`src/rtl/fifo_write_arbiter.sv`:
```
// Round-robin write-port scheduler for a CDC FIFO: four requesters, bursts of up to
// BURST_LEN words, almost-full back-pressure, and a requester tag on every written word.
module fifo_write_arbiter #(
  parameter int unsigned DATA_WIDTH  = 8,
  parameter int unsigned BURST_LEN   = 4,
  parameter int unsigned BURST_WIDTH = 3
) (
  input  logic                    clk,
  input  logic                    reset_n,
  input  logic                    enable,
  input  logic [3:0]              req,
  input  logic [4*DATA_WIDTH-1:0] data_in,
  output logic [3:0]              ack,
  input  logic                    fifo_almost_full,
  output logic                    fifo_we,
  output logic [DATA_WIDTH-1:0]   fifo_data,
  output logic [1:0]              fifo_id,
  output logic                    busy,
  output logic [1:0]              grant_id,
  output logic [15:0]             xfer_count
);

  typedef enum logic {StIdle, StGrant} state_e;

  localparam logic [BURST_WIDTH-1:0] LastBeat = BURST_WIDTH'(BURST_LEN - 1);

  state_e                 state_q, state_d;
  logic [1:0]             grant_q, grant_d;
  logic [1:0]             last_grant_q, last_grant_d;
  logic [BURST_WIDTH-1:0] burst_cnt_q, burst_cnt_d;
  logic                   fifo_we_q;
  logic [DATA_WIDTH-1:0]  fifo_data_q;
  logic [1:0]             fifo_id_q;
  logic [15:0]            xfer_count_q;

  logic [1:0]             pick;
  logic [1:0]             cand;
  logic                   found;
  logic                   xfer;
  logic [DATA_WIDTH-1:0]  sel_data;

  // Rotating priority: search starts just after the last completed grant.
  always_comb begin
    pick  = last_grant_q;
    cand  = '0;
    found = 1'b0;
    for (int k = 1; k <= 4; k++) begin
      cand = last_grant_q + 2'(k);
      if (!found && req[cand]) begin
        pick  = cand;
        found = 1'b1;
      end
    end
  end

  always_ff @(posedge clk or negedge reset_n) begin
    if (!reset_n) begin
      state_q      <= StIdle;
      grant_q      <= 2'd0;
      last_grant_q <= 2'd3;
      burst_cnt_q  <= '0;
    end else begin
      state_q      <= state_d;
      grant_q      <= grant_d;
      last_grant_q <= last_grant_d;
      burst_cnt_q  <= burst_cnt_d;
    end
  end

  always_comb begin
    state_d      = state_q;
    grant_d      = grant_q;
    last_grant_d = last_grant_q;
    burst_cnt_d  = burst_cnt_q;
    unique case (state_q)
      StIdle: begin
        if (enable && found) begin
          grant_d     = pick;
          burst_cnt_d = '0;
          state_d     = StGrant;
        end
      end
      StGrant: begin
        if (!req[grant_q]) begin
          last_grant_d = grant_q;
          state_d      = StIdle;
        end else if (!fifo_almost_full) begin
          if (burst_cnt_q == LastBeat) begin
            last_grant_d = grant_q;
            state_d      = StIdle;
          end else begin
            burst_cnt_d = burst_cnt_q + 1'b1;
          end
        end
      end
      default: state_d = StIdle;
    endcase
  end

  always_comb begin
    ack = 4'b0000;
    if (state_q == StGrant) begin
      ack[grant_q] = req[grant_q] & ~fifo_almost_full;
    end
    busy     = (state_q == StGrant);
    grant_id = grant_q;
  end

  assign xfer     = |ack;
  assign sel_data = data_in[32'(grant_q) * DATA_WIDTH +: DATA_WIDTH];

  always_ff @(posedge clk or negedge reset_n) begin
    if (!reset_n) begin
      fifo_we_q    <= 1'b0;
      fifo_data_q  <= '0;
      fifo_id_q    <= 2'd0;
      xfer_count_q <= 16'd0;
    end else begin
      fifo_we_q <= xfer;
      if (xfer) begin
        fifo_data_q  <= sel_data;
        fifo_id_q    <= grant_q;
        xfer_count_q <= xfer_count_q + 16'd1;
      end
    end
  end

  assign fifo_we    = fifo_we_q;
  assign fifo_data  = fifo_data_q;
  assign fifo_id    = fifo_id_q;
  assign xfer_count = xfer_count_q;

endmodule

```
`config.mk`:
```
export PLATFORM = sky130hd
export DESIGN_NAME = fifo_write_arbiter
export DESIGN_NICKNAME = d
export VERILOG_FILES = /design/src/rtl/fifo_write_arbiter.sv
export SDC_FILE = /design/constraint.sdc
export NUM_CORES = 1
export LEC_CHECK = 0
export ABC_AREA = 1
export CAP_MARGIN = 20
export CORE_ASPECT_RATIO = 1.2
export CORE_UTILIZATION = 25
export DETAILED_ROUTE_END_ITERATION = 8
export GPL_TIMING_DRIVEN = 0
export PLACE_DENSITY = 0.45
export SYNTH_ARGS = -nofsm -noshare
export SYNTH_HDL_FRONTEND = slang
export SYNTH_SLANG_ARGS = --single-unit
```
`constraint.sdc`:
```
create_clock -name clk -period 2.2 [get_ports clk]
set_clock_uncertainty 0.1 [all_clocks]
set_input_delay 0.44 -clock clk [delete_from_list [all_inputs] [get_ports clk]]
set_output_delay 0.44 -clock clk [all_outputs]
set_load 0.01 [all_outputs]
```
### Yosys cells after proc, flatten, opt, wreduce, memory -nomap -nowiden

Index checks and enable logic that the tools add are counted.

| storage, ports and cells | value |
|---|---|
| register bits | 35 |
| latch bits | 0 |
| bits in writable memories | 0 |
| memory bits (read-only) | 0 |
| input bits | 40 |
| output and inout bits | 34 |
| word-level logic and storage cells | 77 |
| memories kept | 0 |

| cells by class | value |
|---|---|
| $add $sub $neg | 5 |
| multipliers | 0 |
| divide/modulo/power cells | 0 |
| $lt $le $gt $ge | 6 |
| equal/unequal tests | 7 |
| shifts and indexed selects | 1 |
| mux-type cells | 34 |
| bitwise operators | 4 |
| reductions and logical operators | 12 |

Operators by type and width:

| kind | number |
|---|---|
| $shiftx A32 B6 Y8 | 1 |
| $add A16 B1 Y16 const B | 1 |
| $lt A2 B3 Y1 const B | 5 |
| $mux W1 | 14 |
| $mux W2 | 7 |
| $mux W3 | 4 |
| $bmux W1 S2 | 5 |
| $ne A2 B2 Y1 const B | 4 |
| $pmux W3 S2 | 1 |
| $logic_and A1 B1 Y1 | 5 |
| $add A2 B2 Y2 const B | 2 |
| $and A4 B4 Y4 | 1 |
| $mux W4 | 1 |
| $ne A2 B1 Y1 const B | 2 |
| $reduce_and A4 Y1 | 1 |
| $reduce_or A4 Y1 | 1 |
| $add A3 B1 Y3 const B | 1 |
| $eq A3 B2 Y1 const B | 1 |
| $logic_not A1 Y1 | 3 |
| $reduce_and A3 Y1 | 1 |
| $add A2 B1 Y2 const B | 1 |
| $demux W1 S2 | 1 |
| $ge A2 B1 Y1 const B | 1 |
| $not A1 Y1 | 2 |
| other kinds (3) | 3 |

### Logic depth before layout (Yosys ltp)

| depth | value |
|---|---|
| depth in word-level cells | 16 |
| depth in mapped cells | 13 |
| depth with buffers taken out | 12 |

### Worst setup path before layout

OpenSTA, ideal clock, no wires.

| path | value |
|---|---|
| kind | reg-to-output |
| start point | reg grant_q[0] (netlist: grant_id[0]) |
| end point | out ack[0] |
| arrival | 1.316 ns |
| required time | 1.660 ns |
| setup slack | 0.344 ns |
| stages on the path, launching flop included | 7 |
| buffers on the path | 1 |
| cell sequence | dfrtp_1 -> nor2_4 -> nand2_1 -> nand4_1 -> nand2_2 -> buf_2 -> nor3_1 |

| between the ends | value |
|---|---|
| word-level cells in the longest chain between the ends | 6 |
| elaborated cells on any way between the ends | 10 |

RTL lines:

| element | line | source |
|---|---|---|
| from (decl) | 28 | `logic [1:0] grant_q, grant_d;` |
| from (signal assigned) | 64 | `grant_q <= grant_d;` |
| $lt A2 B3 Y1 (implied by the code) or $ge A2 B1 Y1 (tied branches) | 103 | `ack[grant_q] = req[grant_q] & ~fifo_almost_full;` |
| $logic_and A1 B1 Y1 (implied by the code) | 103 |  |
| $mux W1 (implied by the code) | 103 |  |
| $demux W1 S2 | 103 |  |
| $and A4 B4 Y4 (no line) * | - |  |
| $mux W4 * | 102 | `if (state_q == StGrant) begin` |
| to (decl) | 13 | `output logic [3:0] ack,` |

Mark *: on every way between the ends. The rest lies on a longest branch, timed or not. The select of a mux whose other input is x is not followed.

### Worst setup path in the final report

| path | value |
|---|---|
| start point | reg grant_q[0] (netlist: grant_id[0]) |
| end point | out ack[2] |

Same word-level chain as after synthesis.

==> impl_metrics.json <==
{
  "status": "finished, final reports clean",
  "die_w_um": 86.2,
  "fin_util_pct": 38.6,
  "met2_length_um": 2960,
  "start_kind": "flop",
  "holdWs_ps": 142,
  "worstHoldPathType": "in -> async",
  "final_common_cell": "nand2_1",
  "synth_mux_area_share_pct": 0,
  "nFillCells": 904,
  "worst_slew_pin_slew_ps": 797,
  "hold_violations": 0,
  "ant_nets": 0,
  "synth_top_family_by_area": "simple AND/OR/NAND/NOR gates",
  "worst_r2r_path_depth": 10,
  "row_count": 36,
  "drv_slew": 0,
  "syn_area_per_cell_um2": 7.08,
  "critPathRequiredTime_ps": 1660,
  "fin_crit_sh_pct": 94.3,
  "fmax_mhz": 482,
  "synth_compound_area_share_pct": 4.30,
  "ys_seq_area_share_pct": 41.3,
  "rsz0062_at_grt": "no",
  "die_h_um": 103,
  "setup_ws_ps": 126,
  "power_uw": 3630,
  "drt_iter0_markers": 51,
  "cp_max_fo": 10,
  "nets": 430,
  "ff_latch_area_um2": 881,
  "max_slew_margin_pct": 46.9,
  "initial_core_util_pct": 25.9,
  "cts_buffer_depth": 2,
  "core-area_mm2": 0.00820,
  "track_usage_pct": 15.5,
  "cts_sinks": 35,
  "route.top_layer_used": "met4",
  "grt_overflow": 0,
  "ir_worst_vdd_mv": 0.490,
  "io_pins": 74,
  "clk_pin_slew_ps": 70,
  "cap_violations": 0,
  "area_growth_pct": 49.0,
  "synth_xor_area_share_pct": 5.77,
  "drt-met1-wl_um": 2970,
  "cts_root_buf": "clkbuf_8",
  "finalSetupViolCount": 0,
  "dieArea_mm2": 0.00887,
  "post-place-ws_ps": -621,
  "routed_wirelength_um": 6380,
  "netlist_instances": 300,
  "synthSimpleGateAreaFrac_pct": 38.9,
  "wl_met3_um": 391,
  "syn_nets": 343,
  "drc": 0,
  "wl_per_cell_um": 12.7,
  "grt_start_max_net_pins": 36,
  "vias": 2199,
  "p_per_area_mw_per_mm2": 1150,
  "mostFrequentLayoutCells": "nand2_1, clkdlybuf4s50_1, nand3_1",
  "portBuffers": 73,
  "cts.htree.levels": 2,
  "ctsHoldBuffers": 0,
  "num_antenna_cells": 0,
  "power_leakage_uw": 0.00146,
  "routed_via_density": 4.38,
  "cts_tree": "yes",
  "yosysUniqueCellTypes": 23,
  "antenna_found_initial": 0,
  "numCtsBuffers": 5,
  "grt_pass1_vias": 2178,
  "synth_area_mm2": 0.00212,
  "critPathCaptureType": "primary output",
  "critPathArrivalTime_ps": 1530,
  "grt_pass1_wl_um": 10500,
  "min_period_ps": 2070,
  "ys_warn_count": 0,
  "yosys_register_bits": 35,
  "critPathKind": "reg -> out",
  "drive_gt1_share_pct": 11.9,
  "clk_latency_ps": 280,
  "drt_first_pass_iters": 4,
  "hpwlAfterDp_um": 4720,
  "place.gp.congestion": 0.796,
  "synthAdderAreaFrac_pct": 1.77,
  "multi_input_area_mm2": 0.00111
}
==> Yosys cell counts <==
library cell  count  share of area [%]
nand2_1         111                 20
o21ai_1           8                1.9
o2111ai_1         1               0.41
nor3_1            7                1.6
ha_1              3                1.8
o211ai_1          1               0.35
dfrtp_1          33                 39
buf_4             2               0.71
or2_0             2               0.59
nand4_1          12                3.5
inv_1            25                4.4
nand3b_1          1               0.35
dfstp_2           2                2.5
inv_2             2               0.35
buf_2             9                2.1
xnor2_1           4                1.6
nand2_2           1               0.29
nand3_1          41                9.7
clkbuf_1          2               0.35
o21ai_0           7                1.6
nor2_1           15                2.6
nor2_4            1               0.53
xor2_1           10                4.1
==> worst max-delay path: stages, from the launching register on <==
cell and delay [ps]:
dfrtp_2 470, buf_2 220, buf_2 220, nor3_2 190, buf_2 150
==> registers in the layout, summed over array words and instances, names as in the netlist <==
signal / count
fifo_we: 1
last_grant_q: 2
xfer_count: 16
fifo_id: 2
burst_cnt_q: 3
busy: 1
grant_id: 2
fifo_data: 8
==> per-stage QoR <==
step | setup TNS [ps] | std cells | instance area (um2)
after floorplan | 0 | 300 | 2120
final | 0 | 502 | 3170
after global routing | 0 | 502 | 3170
after detailed placement | -2440 | 487 | 2990
after CTS | 0 | 497 | 3120
after global placement | -13550 | 487 | 3000
==> routing by layer <==
metal	vias to the layer above	track usage, %
li1	1145	-
met5	-	0
met1	986	18.1
met4	0	4.74
met3	5	4.16
met2	63	27.6
==> power by group <==
part / total, uW / switching [uW] / internal, uW
combinational: 2000 / 1110 / 894
clock: 513 / 227 / 286
sequential: 1120 / 222 / 894
==> cell families (layout without fill, tap and decap cells) <==
family | count (synthesis) | in the layout
and+or+nand+nor | 191 | 191
adders and majority gates | 3 | 3
DFF | 35 | 35
AOI/OAI and AO/OA | 17 | 17
xor gates and xnor gates | 14 | 14
buffers and inverters | 40 | 128
==> cell type report <==
class,instances,area share [%]
multi-input cells,225,35.2
plain buffers,12,2.06
well taps,114,4.51
clock buffers,8,3.16
inverters,27,3.20
repair buffers,81,24.0
flip-flops and latches,35,27.8
==> timing repair <==
action | in CTS | in global routing
resized for setup | 23 | 10
pin swaps | 3 | 2
setup buffers | 3 | 5
setup endpoints to repair | 4 | 4
==> worst paths after layout <==
path / slack [ps] / to / from
setup / recovery: 130 / ack[2] / grant_id[0]
hold / removal: 140 / burst_cnt_q[2] / reset_n
setup reg to reg: 250 / xfer_count[3] / grant_id[0]
hold reg to reg: 380 / fifo_data[7] / fifo_data[7]
max in group asynchronous: 1310 / grant_id[0] / reset_n
min in group clk: 380 / fifo_data[7] / fifo_data[7]
(Power assumes the default switching activity.)
